==> config.mk <==
export PLATFORM = sky130hd
export DESIGN_NAME = uart_tx_slow_peer
export DESIGN_NICKNAME = d
export VERILOG_FILES = /design/src/rtl/uart_tx_slow_peer.sv
export SDC_FILE = /design/constraint.sdc
export NUM_CORES = 1
export LEC_CHECK = 0
export BUFFER_PORTS_ARGS = -buffer_cell sky130_fd_sc_hd__buf_2
export CAP_MARGIN = 5
export CORE_MARGIN = 3
export CORE_UTILIZATION = 40
export CTS_CLUSTER_SIZE = 8
export DETAILED_ROUTE_END_ITERATION = 6
export GPL_TIMING_DRIVEN = 0
export RECOVER_POWER = 25
export SLEW_MARGIN = 0
export SYNTH_ARGS = -nofsm -noshare
export SYNTH_HDL_FRONTEND = slang
export SYNTH_SLANG_ARGS = --single-unit
==> constraint.sdc <==
create_clock -name clk -period 2.5 [get_ports clk]
set_input_delay 0.125 -clock clk [delete_from_list [all_inputs] [get_ports clk]]
set_output_delay 0.125 -clock clk [all_outputs]
set_load 0.02 [all_outputs]
==> src/rtl/uart_tx_slow_peer.sv <==
// uart_tx_slow_peer: UART transmitter with a one-word holding register and valid/ready input.
// Ports:
//   clk     - system clock
//   rst     - synchronous active-high reset
//   i_vld   - upstream word valid
//   i_data  - word to transmit, sampled only on the accepting edge
//   o_rdy   - holding register empty (registered); accept on i_vld && o_rdy
//   tx      - registered serial line, idle high
//   o_busy  - a frame is on the line or a word is held
module uart_tx_slow_peer #(
    parameter int    DATA_WIDTH   = 8,
    parameter string PARITY_CHECK = "NONE",
    parameter int    CLK_FREQ     = 50000000,
    parameter int    BAUD_RATE    = 9600,
    parameter int    STOP_BITS    = 1
) (
    input  logic                  clk,
    input  logic                  rst,
    input  logic                  i_vld,
    input  logic [DATA_WIDTH-1:0] i_data,
    output logic                  o_rdy,
    output logic                  tx,
    output logic                  o_busy
);
    localparam int BIT_CYCLES = CLK_FREQ / BAUD_RATE;
    localparam int CW = $clog2(BIT_CYCLES);
    localparam int IW = $clog2(DATA_WIDTH + 1);
    localparam logic [CW-1:0] RELOAD = CW'(BIT_CYCLES - 1);
    localparam bit PAR_EN  = PARITY_CHECK != "NONE";
    localparam bit PAR_ODD = PARITY_CHECK == "ODD";

    localparam logic [2:0] S_IDLE   = 3'd0;
    localparam logic [2:0] S_START  = 3'd1;
    localparam logic [2:0] S_DATA   = 3'd2;
    localparam logic [2:0] S_PARITY = 3'd3;
    localparam logic [2:0] S_STOP   = 3'd4;

    if (DATA_WIDTH < 2) begin : g_chk_dw
        $fatal(1, "DATA_WIDTH must be at least 2");
    end
    if (DATA_WIDTH > 8) begin : g_warn_dw
        $warning("DATA_WIDTH above 8 is unusual for UART");
    end
    if (PARITY_CHECK != "NONE" && PARITY_CHECK != "EVEN" && PARITY_CHECK != "ODD") begin : g_chk_par
        $fatal(1, "PARITY_CHECK must be NONE, EVEN or ODD");
    end
    if (BIT_CYCLES < 16) begin : g_chk_baud
        $fatal(1, "CLK_FREQ/BAUD_RATE must be at least 16");
    end
    if (STOP_BITS != 1 && STOP_BITS != 2) begin : g_chk_stop
        $fatal(1, "STOP_BITS must be 1 or 2");
    end

    logic [2:0]            state_q, state_d;
    logic [DATA_WIDTH-1:0] hold_data_q, hold_data_d;
    logic                  hold_full_q, hold_full_d;
    logic [DATA_WIDTH-1:0] shift_q, shift_d;
    logic                  par_q, par_d;
    logic [CW-1:0]         cnt_q, cnt_d;
    logic [IW-1:0]         idx_q, idx_d;
    logic                  stop_q, stop_d;
    logic                  tx_q, tx_d;
    logic                  rdy_q, rdy_d;
    logic                  accept, tick, load, last_bit, last_stop;

    assign last_bit  = idx_q == IW'(DATA_WIDTH - 1);
    assign last_stop = stop_q == 1'(STOP_BITS - 1);

    always_comb begin
        accept      = i_vld && rdy_q;
        tick        = cnt_q == '0;
        load        = 1'b0;
        state_d     = state_q;
        hold_data_d = hold_data_q;
        hold_full_d = hold_full_q;
        shift_d     = shift_q;
        par_d       = par_q;
        cnt_d       = cnt_q;
        idx_d       = idx_q;
        stop_d      = stop_q;
        tx_d        = tx_q;
        if (state_q == S_IDLE) begin
            load = hold_full_q;
        end else begin
            cnt_d = tick ? RELOAD : cnt_q - 1'b1;
            if (tick) begin
                if (state_q == S_START || (state_q == S_DATA && !last_bit)) begin
                    state_d = S_DATA;
                    tx_d    = shift_q[0];
                    shift_d = shift_q >> 1;
                    idx_d   = (state_q == S_DATA) ? idx_q + 1'b1 : idx_q;
                end else if (state_q == S_DATA) begin
                    state_d = PAR_EN ? S_PARITY : S_STOP;
                    tx_d    = PAR_EN ? par_q : 1'b1;
                    stop_d  = 1'b0;
                end else if (state_q == S_PARITY) begin
                    state_d = S_STOP;
                    tx_d    = 1'b1;
                    stop_d  = 1'b0;
                end else if (last_stop) begin
                    // a held word starts on this same edge: no idle gap between frames
                    state_d = S_IDLE;
                    load    = hold_full_q;
                end else begin
                    stop_d = 1'b1;
                end
            end
        end
        if (load) begin
            state_d     = S_START;
            shift_d     = hold_data_q;
            par_d       = PAR_ODD ? ~^hold_data_q : ^hold_data_q;
            hold_full_d = 1'b0;
            cnt_d       = RELOAD;
            idx_d       = '0;
            stop_d      = 1'b0;
            tx_d        = 1'b0;
        end
        // accept and load never coincide: rdy_q is low whenever hold_full_q is set
        if (accept) begin
            hold_data_d = i_data;
            hold_full_d = 1'b1;
        end
        // stays low for the accepting edge and the following load edge
        rdy_d = !rst && !hold_full_q && !accept;
    end

    always_ff @(posedge clk) begin
        if (rst) begin
            state_q     <= S_IDLE;
            hold_data_q <= '0;
            hold_full_q <= 1'b0;
            shift_q     <= '0;
            par_q       <= 1'b0;
            cnt_q       <= '0;
            idx_q       <= '0;
            stop_q      <= 1'b0;
            tx_q        <= 1'b1;
            rdy_q       <= 1'b0;
        end else begin
            state_q     <= state_d;
            hold_data_q <= hold_data_d;
            hold_full_q <= hold_full_d;
            shift_q     <= shift_d;
            par_q       <= par_d;
            cnt_q       <= cnt_d;
            idx_q       <= idx_d;
            stop_q      <= stop_d;
            tx_q        <= tx_d;
            rdy_q       <= rdy_d;
        end
    end

    assign o_rdy  = rdy_q;
    assign tx     = tx_q;
    assign o_busy = (state_q != S_IDLE) || hold_full_q;
endmodule
==> reports/results.tsv, run 1 <==
metric	value	unit
fin nets	264	
initial drt markers	68	
Final Non-Filler Cells	302	
Worst-path clk slew	0.07	ns
internal power	1.18	mW
Compound-Gate Fraction of Synth Area	21.8	%
Final setup viols	0	
Synth Area in Simple Gates	26.5	%
largest net degree at the start of global routing	11	
Sink Count	39	
DRT Pass-1 Iters	4	
core box area	4500	µm²
Fmax achieved	0.453	GHz
number of gates resized after cts	0	
Clock Latency Late Sink	0.29	ns
Rel. slew slack	39.9	%
Cell Area, Synth	1940	µm²
Routed wire per std cell	13.9	µm
sw frac	39.8	%
kind of end point of the critical path	flop	
multiplexer area fraction after synthesis	3.62	%
Max-cap violations	0	
Remaining DRCs	0	
status	finished, final reports clean	
number of post-CTS setup repair buffers	0	
Ports	14	
Synth Flop Type	dfxtp_1	
RSZ-0062 raised after global routing	false	
min cycle time layout	2.21	ns
crit path max fanout	10	
final setup margin	0.293	ns
post-synthesis cell count	232	
H-Tree Depth	2	
final slew viol count	0	
Clk network pwr share	19.9	%
multi-input logic area	1060	µm²
placed insts	296	
CTS tree	yes	
pre-CTS setup slack	0.297	ns
Reg power frac	40.1	%
Worst EP arrival	2.40	ns
CTS buffer count	5	
antenna violations before repair	0	
largest family of logic cells by synthesized area	simple AND/OR/NAND/NOR gates	
DRT antenna net count	0	
drt via density	5.54	
register area	781	µm²
Yosys top cell area share	40.3	%
FILL cells	470	
via count	1672	
CP max stage delay	0.42	ns
Area growth, synth to finish	10.1	%
Syn Nets	245	
Ys Warns	0	
Critical-path top delay cell	nor3b_1	
Period Utilization, post-route	88.3	%
# hold bufs at CTS	0	
P_sw	776	µW
Synth Area in Adders	1.29	%
layout cell share with drive strength beyond 1	8.00	%
grt ovf	0	
Async S/R FF share, synth	0	%
Max Clock Skew	0.00710	ns
initial core utilization	43.0	%
Tightest Hold Check Type	in -> reg	
Synth area leader	dfxtp_1	
register area share after synthesis	40.3	%
row count	24	
routed wire length	4.21	mm
first-pass GRT wire length	6.95	mm
Avg Cell Area, Syn	8.35	µm²
total negative setup slack	0	ns
Lkg Pwr	0.810	nW
Die Y	75.6	µm
die width	75.6	µm
CP cell instances	inv_1 > ha_1 > nor3b_1 > nand4_4 > clkbuf_1 > o22a_1 > o32ai_1	
synth top area cells	dfxtp_1, a21oi_1, nand2_1	
GPL Wtd Cong	0.743	
Total GRT Usage	15.9	%
die area	5710	µm²
worst path required time	2.69	ns
Post-Synth XOR/XNOR Area	1.81	%
Ant. Diodes	0	
number of distinct library cells after synthesis	42	
Worst-Margin Slew	0.895	ns
P per Cell Area	916	nW/µm²
deepest clock path buffer count	2	
VDD IR max	0.504	mV
Root Buffer Master	clkbuf_8	
EDFF count, synth	0	
Gate power share	40.1	%
Detailed Place HPWL	3.05	mm
critical path type	reg -> reg	
synthesis-stage register bit count	39	
Port-buffer cells	12	
vias in the first global route	1494	
Final Hold Vio Count	0	
crit path launch type	flop	
worst paths after layout:
kind | start | end | slack (ns) | depth (start not counted)
max reg2reg | cnt_q[0]$_SDFFE_PP0N_ | shift_q[7]$_SDFFE_PP0P_ | 0.29 | 7
min | i_data[3] | hold_data_q[3]$_SDFFE_PP0P_ | 0.08 | 3
min reg2reg | hold_data_q[3]$_SDFFE_PP0P_ | hold_data_q[3]$_SDFFE_PP0P_ | 0.46 | 2
max | cnt_q[0]$_SDFFE_PP0N_ | shift_q[7]$_SDFFE_PP0P_ | 0.29 | 7
layout by cell type (no fill, tap or decap), types with 6 or more instances in the layout:
cell,n
o21bai_1,8
a21oi_1,23
buf_2,11
dfxtp_1,39
clkbuf_1,15
nor2_1,16
a21boi_0,7
mux2i_1,7
and3_1,7
inv_1,8
nand2_1,25
o21ai_0,8
nand2b_1,11
or4_1,6
cells in the mapped netlist (all sizes together), types with 5 or more instances:
master / n
a21boi: 7
a21oi: 23
and3: 7
clkbuf: 12
dfxtp: 39
inv: 8
mux2i: 7
nand2: 25
nand2b: 11
nand3: 5
nor2: 16
nor3: 5
nor4: 5
o21ai: 8
o21bai: 8
or4: 6
power by group through the flow:
stage / combinational (mW) / clock (mW) / sequential (mW)
final: 0.783 / 0.388 / 0.782
after detailed placement: 0.782 / 0 / 0.797
after floorplan: 0.594 / 0 / 0.788
after CTS: 0.789 / 0.403 / 0.782
after global placement: 0.773 / 0 / 0.794
after global routing: 0.872 / 0.422 / 0.795
worst max-delay path: cells and delay by family (launching register included):
kind / cells / cell delay (ns)
adder cells (fa/ha/maj): 1 / 0.23
flip-flops: 1 / 0.34
AND/OR/NAND/NOR: 2 / 0.63
AO/OA/AOI/OAI: 2 / 0.55
buffers and inverters: 2 / 0.36
metal layers:
metal,up-vias,share of wire [%],track usage (%)
met4,0,1.3,5.83
met3,5,2.8,3.17
met1,773,52,22.8
li1,873,-,-
met5,-,0,0
met2,21,44,23.4
registers in the layout (all words and copies together), names as in the netlist:
| name | flops |
|---|---|
| shift_q | 8 |
| o_rdy | 1 |
| idx_q | 4 |
| tx | 1 |
| cnt_q | 13 |
| hold_data_q | 8 |
| state_q | 3 |
| hold_full_q | 1 |
stage by stage:
step	utilization (%)	area, µm²	hold WS (ns)	power [mW]
final	47.3	2130	0.0802	1.95
after detailed placement	45.8	2060	0.375	1.58
after global placement	45.8	2060	0.369	1.57
after global routing	47.3	2130	0.0728	2.09
after CTS	47.4	2130	0.0690	1.97
after floorplan	-	1940	0.261	1.38
final cells by class:
| class | instances | area share [%] |
|---|---|---|
| plain buffers | 14 | 2.88 |
| well taps | 52 | 3.05 |
| inverters | 8 | 1.41 |
| clock buffers | 6 | 3.40 |
| repair buffers | 12 | 2.70 |
| flip-flops and latches | 39 | 36.6 |
| multi-input cells | 171 | 49.9 |
logic make-up after synthesis:
family	Yosys count
AND/OR/NAND/NOR	93
AO/OA/AOI/OAI	65
flip-flops	39
buffers and inverters	22
multiplexers	7
XOR/XNOR	4
adder cells (fa/ha/maj)	2
Note: power is estimated with default switching activity, not from simulation.
==> inputs of run 2 (changes only) <==
Settings changed: CELL_PAD_IN_SITES_DETAIL_PLACEMENT from default to 1, CELL_PAD_IN_SITES_GLOBAL_PLACEMENT from default to 2, CORE_UTILIZATION 40 to 36, PLACE_DENSITY_LB_ADDON from default to 0.1, SETUP_SLACK_MARGIN from default to 0.1.
==> run 2 against run 1 <==
  * Via count is 1.6% higher
  * Maximum frequency shrank 0.57%
  * Cell count increased by 6.6%
  * Hold slack got worse by 0.028 ns
  * Sequential share of layout area decreased by 1.4 points
  * Die area up 10%
  * Combinational power increased by 2%
  * First-iteration DRC count is 16% higher
  * Largest power group unchanged
==> reports/results.tsv, run 2 (synthesis results as in run 1) <==
metric	value	unit	change
Max-cap violations	0		unchanged
Root Buffer Master	clkbuf_8		
hold path start	i_data[4]		
Top Registers	cnt_q x13, hold_data_q x8, shift_q x8		
Ports	14		unchanged
P per Cell Area	1000	nW/µm²	+9.6%
Top delay family on crit path	compound AO/OA/AOI/OAI gates		
fin nets	264		unchanged
CP cell instances	inv_1 > ha_1 > nor3b_1 > nand4_4 > a221o_1 > buf_6 > o31a_1		
Tot Pwr	2.23	mW	+14%
final setup margin	0.281	ns	-0.0126 ns
min cycle time layout	2.22	ns	+0.0126 ns
placed insts	314		+6.1%
register area	781	µm²	unchanged
Port-buffer cells	12		unchanged
Biggest register	cnt_q		
GPL Wtd Cong	0.710		-4.4%
Final setup viols	0		unchanged
Tightest Hold Check Type	in -> reg		
Period Utilization, post-route	88.8	%	+0.51 points
drt via density	5.28		-4.7%
antenna violations before repair	0		unchanged
worst r2r src	cnt_q[0]$_SDFFE_PP0N_		
deepest clock path buffer count	2		unchanged
Ant. Diodes	0		unchanged
initial drt markers	79		+16%
critical path type	reg -> reg		
FILL cells	641		+36%
max reg flops	13		unchanged
kind of end point of the critical path	flop		
Area growth, synth to finish	14.5	%	
CTS buffer count	5		unchanged
die area	6300	µm²	+10%
largest net degree at the start of global routing	14		+3
worst path required time	2.69	ns	about the same
grt ovf	0		unchanged
Final Hold Vio Count	0		unchanged
# hold bufs at CTS	0		unchanged
row count	26		+8.3%
crit path launch type	flop		
Final Non-Filler Cells	322		+6.6%
Fmax achieved	0.451	GHz	-0.57%
Lkg Pwr	0.836	nW	+3.2%
DRT antenna net count	0		unchanged
Worst R2R Path Depth	7		unchanged
critical register-to-register path endpoint	tx$_SDFFE_PP1P_		
multi-input logic area	1060	µm²	unchanged
CTS tree	yes		
Routed wire per std cell	14.9	µm	+7.0%
status	finished, final reports clean		
worst setup path end	tx$_SDFFE_PP1P_		
pre-CTS setup slack	0.283	ns	-0.0135 ns
Critical-path top delay cell	nor3b_1		
layout cell share with drive strength beyond 1	9.13	%	+1.1 points
Rel. slew slack	40.4	%	+0.50 points
final slew viol count	0		unchanged
Sink Count	39		unchanged
commonest non-fill, non-tap cell in the layout	dfxtp_1		
die width	79.4	µm	+5.0%
Die Y	79.4	µm	+5.0%
Worst-Margin Slew	0.887	ns	-0.00750 ns
initial core utilization	37.7	%	-5.3 points
Register-to-Register Setup Slack	0.28	ns	about the same
DRT Pass-1 Iters	4		unchanged
VDD IR max	0.444	mV	-12%
routed wire length	4.81	mm	+14%
core box area	5140	µm²	+14%
first-pass GRT wire length	8.37	mm	+20%
critical path buffer and inverter count	2		unchanged
via count	1699		+1.6%
Total GRT Usage	17.0	%	+1.2 points
Crit. Startpoint	cnt_q[0]$_SDFFE_PP0N_		
Max Clock Skew	0.00569	ns	-0.00141 ns
crit path max fanout	8		-2
Worst-path clk slew	0.08	ns	about the same
Remaining DRCs	0		unchanged
most frequent cells in the layout	dfxtp_1, nand2_1, a21oi_1		
Clock Latency Late Sink	0.30	ns	about the same
Crit. path cell count	7		unchanged
H-Tree Depth	2		unchanged
RSZ-0062 raised after global routing	true		
CP max stage delay	0.41	ns	about the same
vias in the first global route	1678		+12%
Worst EP arrival	2.41	ns	about the same
Detailed Place HPWL	3.39	mm	+11%
total negative setup slack	0	ns	unchanged
[run 2: cell types whose count changed in the layout (fill, tap and decap cells not counted), sizes merged]
cell and delta:
clkbuf -1, bufinv +2, clkinvlp +1
[run 2: routing by layer]
| metal | up-vias | track usage, % | wire (µm) |
|---|---|---|---|
| li1 | 870 | - | - |
| met1 | 808 | 25.0 | 2620 |
| met2 | 14 | 24.4 | 2010 |
| met3 | 7 | 4.08 | 117 |
| met4 | 0 | 5.15 | 58 |
| met5 | - | 0 | 0 |
[run 2: worst min-delay path by stage]
stage / slack [ns] / cells past startpoint / endpoint
detailed placement: 0.37 / 3 / hold_data_q[7]$_SDFFE_PP0P_
global route: 0.05 / 3 / hold_data_q[2]$_SDFFE_PP0P_
finish: 0.05 / 3 / hold_data_q[4]$_SDFFE_PP0P_
floorplan: 0.26 / 2 / hold_data_q[0]$_SDFFE_PP0P_
CTS: 0.05 / 3 / hold_data_q[7]$_SDFFE_PP0P_
global placement: 0.37 / 3 / hold_data_q[5]$_SDFFE_PP0P_
[run 2: timing repair]
action	4_1_cts	5_1_grt
resized for setup	0	2
buffers inserted	0	0
setup endpoints to repair	0	7
[run 2: worst register-to-register path, cell delays in order, from the launching register on]
cell and delay, ns:
dfxtp_1 0.35, inv_1 0.07, ha_1 0.25, nor3b_1 0.41
nand4_4 0.22, a221o_1 0.41, buf_6 0.15, o31a_1 0.27
[run 2: stage by stage]
stage / hold slack [ns] / util [%] / area (µm²)
6_report: 0.0525 / 43.2 / 2220
5_1_grt: 0.0515 / 43.2 / 2220
4_1_cts: 0.0454 / 43.2 / 2220
3_5_place_dp: 0.372 / 40.6 / 2080
3_3_place_gp: 0.367 / 40.6 / 2080
2_1_floorplan: 0.261 / - / 1940
[run 2: report_power, final]
part | internal (mW) | total (mW) | switching (mW)
combinational | 0.290 | 0.800 | 0.510
sequential | 0.700 | 0.784 | 0.0844
clock | 0.398 | 0.642 | 0.244
total | 1.39 | 2.23 | 0.838
[run 2: area by class of cell]
class                   instances  area share, %
multi-input cells             171           48.0
clock inverters                 3           3.05
repair buffers                 12           2.59
plain buffers                  14           2.76
well taps                      70           3.95
clock buffers                   5           3.10
flip-flops and latches         39           35.2
inverters                       8           1.35
==> inputs of run 3 (changes only) <==
Settings changed: ABC_AREA from default to 1, CORE_UTILIZATION 36 to 34.
==> run 3 against run 2 <==
  * Cell area is 0.17% higher
  * Clock skew down 0.0016 ns
  * Critical path type unchanged
  * Critical endpoint is now shift_q[6]$_SDFFE_PP0P_
  * Utilization fell by 3.5 points
  * Routed wire length down 2.0%
==> reports/results.tsv, run 3 <==
metric	value	unit	change
Top Registers	cnt_q x13, hold_data_q x8, shift_q x8		
critical path type	reg -> reg		
Clock Latency Late Sink	0.30	ns	about the same
synthesis-stage register bit count	39		unchanged
Syn Nets	294		+20%
Final setup viols	0		unchanged
fin nets	313		+19%
DRT antenna net count	0		unchanged
Worst-Margin Slew	0.513	ns	-0.375 ns
RSZ-0062 raised after global routing	false		
multi-input logic area	983	µm²	-7.6%
Avg Cell Area, Syn	7.12	µm²	-15%
P per Cell Area	686	nW/µm²	-32%
Area growth, synth to finish	11.0	%	
deepest clock path buffer count	2		unchanged
CP max stage delay	0.38	ns	-0.03 ns
Total GRT Usage	16.0	%	-1.0 points
hold path start	i_data[1]		
routed wire length	4.71	mm	-2.0%
Fmax achieved	0.564	GHz	+25%
Biggest register	cnt_q		
H-Tree Depth	2		unchanged
EDFF count, synth	0		unchanged
Crit. Startpoint	idx_q[0]$_SDFFE_PP0P_		
Lkg Pwr	1.01	nW	+20%
die width	82.7	µm	+4.3%
Final Non-Filler Cells	371		+15%
via count	1754		+3.2%
row count	27		+3.8%
commonest non-fill, non-tap cell in the layout	nand2_1		
Port-buffer cells	12		unchanged
largest net degree at the start of global routing	11		-3
register area	781	µm²	unchanged
CP cell instances	ha_1 > nand3_1 > nand3_2 > nand2_2 > nor2_4 > nand2_4 > buf_6 > nand2_1 > nand3_1 > nand2_1 > inv_1		
Sink Count	39		unchanged
Synth area leader	dfxtp_1		
Async S/R FF share, synth	0	%	unchanged
placed insts	365		+16%
GPL Wtd Cong	0.758		+6.7%
Max Clock Skew	0.00413	ns	-0.00155 ns
critical path buffer and inverter count	2		unchanged
core box area	5610	µm²	+9.1%
Ant. Diodes	0		unchanged
Critical-path top delay cell	dfxtp_1		
Routed wire per std cell	12.7	µm	-15%
synth top area cells	dfxtp_1, nand2_1, inv_1		
# hold bufs at CTS	0		unchanged
min cycle time layout	1.77	ns	-0.446 ns
Yosys top cell area share	39.0	%	-1.3 points
register area share after synthesis	39.0	%	-1.3 points
Cell Area, Synth	2000	µm²	+3.4%
Rel. slew slack	65.8	%	+25 points
CTS buffer count	5		unchanged
max reg flops	13		unchanged
crit path max fanout	10		+2
DRT Pass-1 Iters	4		unchanged
status	finished, final reports clean		
Final Hold Vio Count	0		unchanged
Tightest Hold Check Type	in -> reg		
initial drt markers	38		-52%
count leader, synth	nand2_1		
Worst EP arrival	1.97	ns	-0.44 ns
total negative setup slack	0	ns	unchanged
initial core utilization	35.7	%	-2.0 points
top post-synthesis cells by count	nand2_1, inv_1, dfxtp_1		
first-pass GRT wire length	8.20	mm	-2.1%
drt via density	4.73		-10%
Ys Warns	0		unchanged
vias in the first global route	1780		+6.1%
Die Y	82.7	µm	+4.3%
Period Utilization, post-route	71.0	%	-18 points
most frequent cells in the layout	nand2_1, inv_1, dfxtp_1		
Root Buffer Master	clkbuf_8		
CTS tree	yes		
layout cell share with drive strength beyond 1	15.1	%	+5.9 points
number of gates resized after cts	0		unchanged
Max-cap violations	0		unchanged
number of post-CTS setup repair buffers	0		unchanged
Ports	14		unchanged
final hold slack	0.0799	ns	+0.0274 ns
post-synthesis cell count	281		+21%
number of distinct library cells after synthesis	35		-17%
FILL cells	759		+18%
Top delay family on crit path	simple AND/OR/NAND/NOR gates		
worst r2r src	idx_q[0]$_SDFFE_PP0P_		
kind of end point of the critical path	flop		
Worst-path clk slew	0.07	ns	about the same
Detailed Place HPWL	3.47	mm	+2.5%
antenna violations before repair	0		unchanged
crit path launch type	flop		
die area	6850	µm²	+8.7%
VDD IR max	0.237	mV	-47%
worst path required time	2.70	ns	about the same
final slew viol count	0		unchanged
Remaining DRCs	0		unchanged
grt ovf	0		unchanged
Synth Flop Type	dfxtp_1		
==> run 3: cell count changes in the layout (fill, tap and decap cells not counted), sizes merged, moves of 5 or more <==
| cell | delta |
|---|---|
| inv | +38 |
| nand2 | +32 |
| nor2 | +29 |
| nand3 | +21 |
| nand2b | -11 |
| clkbuf | -8 |
| a21boi | -7 |
| mux2i | -7 |
| o21ai | +7 |
| o21bai | -7 |
| and3 | -6 |
| or4 | -6 |
| a21oi | -5 |
| nor4 | -5 |
==> run 3: report_power, final <==
| group | switching (mW) | leakage (nW) | internal, mW | total, mW |
|---|---|---|---|---|
| Combinational | 0.265 | 0.653 | 0.152 | 0.417 |
| Sequential | 0.0379 | 0.317 | 0.665 | 0.703 |
| Clock | 0.219 | 0.0371 | 0.186 | 0.405 |
==> run 3: per-stage QoR <==
step | utilization (%) | instance area [µm²] | power [mW] | worst slack (ns)
2_1_floorplan | - | 2000 | 1.04 | 1.02
3_3_place_gp | 38.4 | 2150 | 1.14 | 0.750
3_5_place_dp | 38.4 | 2150 | 1.14 | 0.723
4_1_cts | 39.7 | 2220 | 1.56 | 0.691
5_1_grt | 39.6 | 2220 | 1.64 | 0.547
6_report | 39.6 | 2220 | 1.53 | 0.726
==> run 3: cell families (layout without fill, tap and decap cells) <==
family	after synthesis	count (layout)	share of synthesized area, %
buf+inv	54	72	11.9
flops	39	39	39.0
compound gates	39	39	10.6
xor+xnor	6	6	2.63
simple gates	141	141	34.7
fa+ha+maj	2	2	1.25
==> run 3: worst paths after layout <==
check	endpoint	slack (ns)	cells past startpoint
worst min register to register	shift_q[7]$_SDFFE_PP0P_	0.48	2
worst max register to register	shift_q[6]$_SDFFE_PP0P_	0.73	11
worst max-delay path	shift_q[6]$_SDFFE_PP0P_	0.73	11
worst min-delay path	hold_data_q[1]$_SDFFE_PP0P_	0.08	3
==> run 3: per-layer routing <==
metal  global-route usage, %  part of all wire, %  vias to the layer above
met5                       0                    0                        -
met4                    5.88                  1.7                        0
met3                    3.58                  2.8                        6
met2                    28.7                   51                       17
met1                    18.5                   45                      821
li1                        -                    -                      910
==> run 3: worst min-delay path, stage by stage <==
cell and delay (ns):
buf_2 0.07, o21ai_0 0.07, nor2_1 0.08
==> run 3: final cells by class <==
| cell class | count | area share, % |
|---|---|---|
| Clock buffer | 6 | 3.27 |
| Inverter | 47 | 7.94 |
| Buffer | 7 | 2.76 |
| Tap cell | 72 | 4.05 |
| Sequential cell | 39 | 35.1 |
| Timing Repair Buffer | 12 | 2.59 |
| Multi-Input combinational cell | 188 | 44.3 |
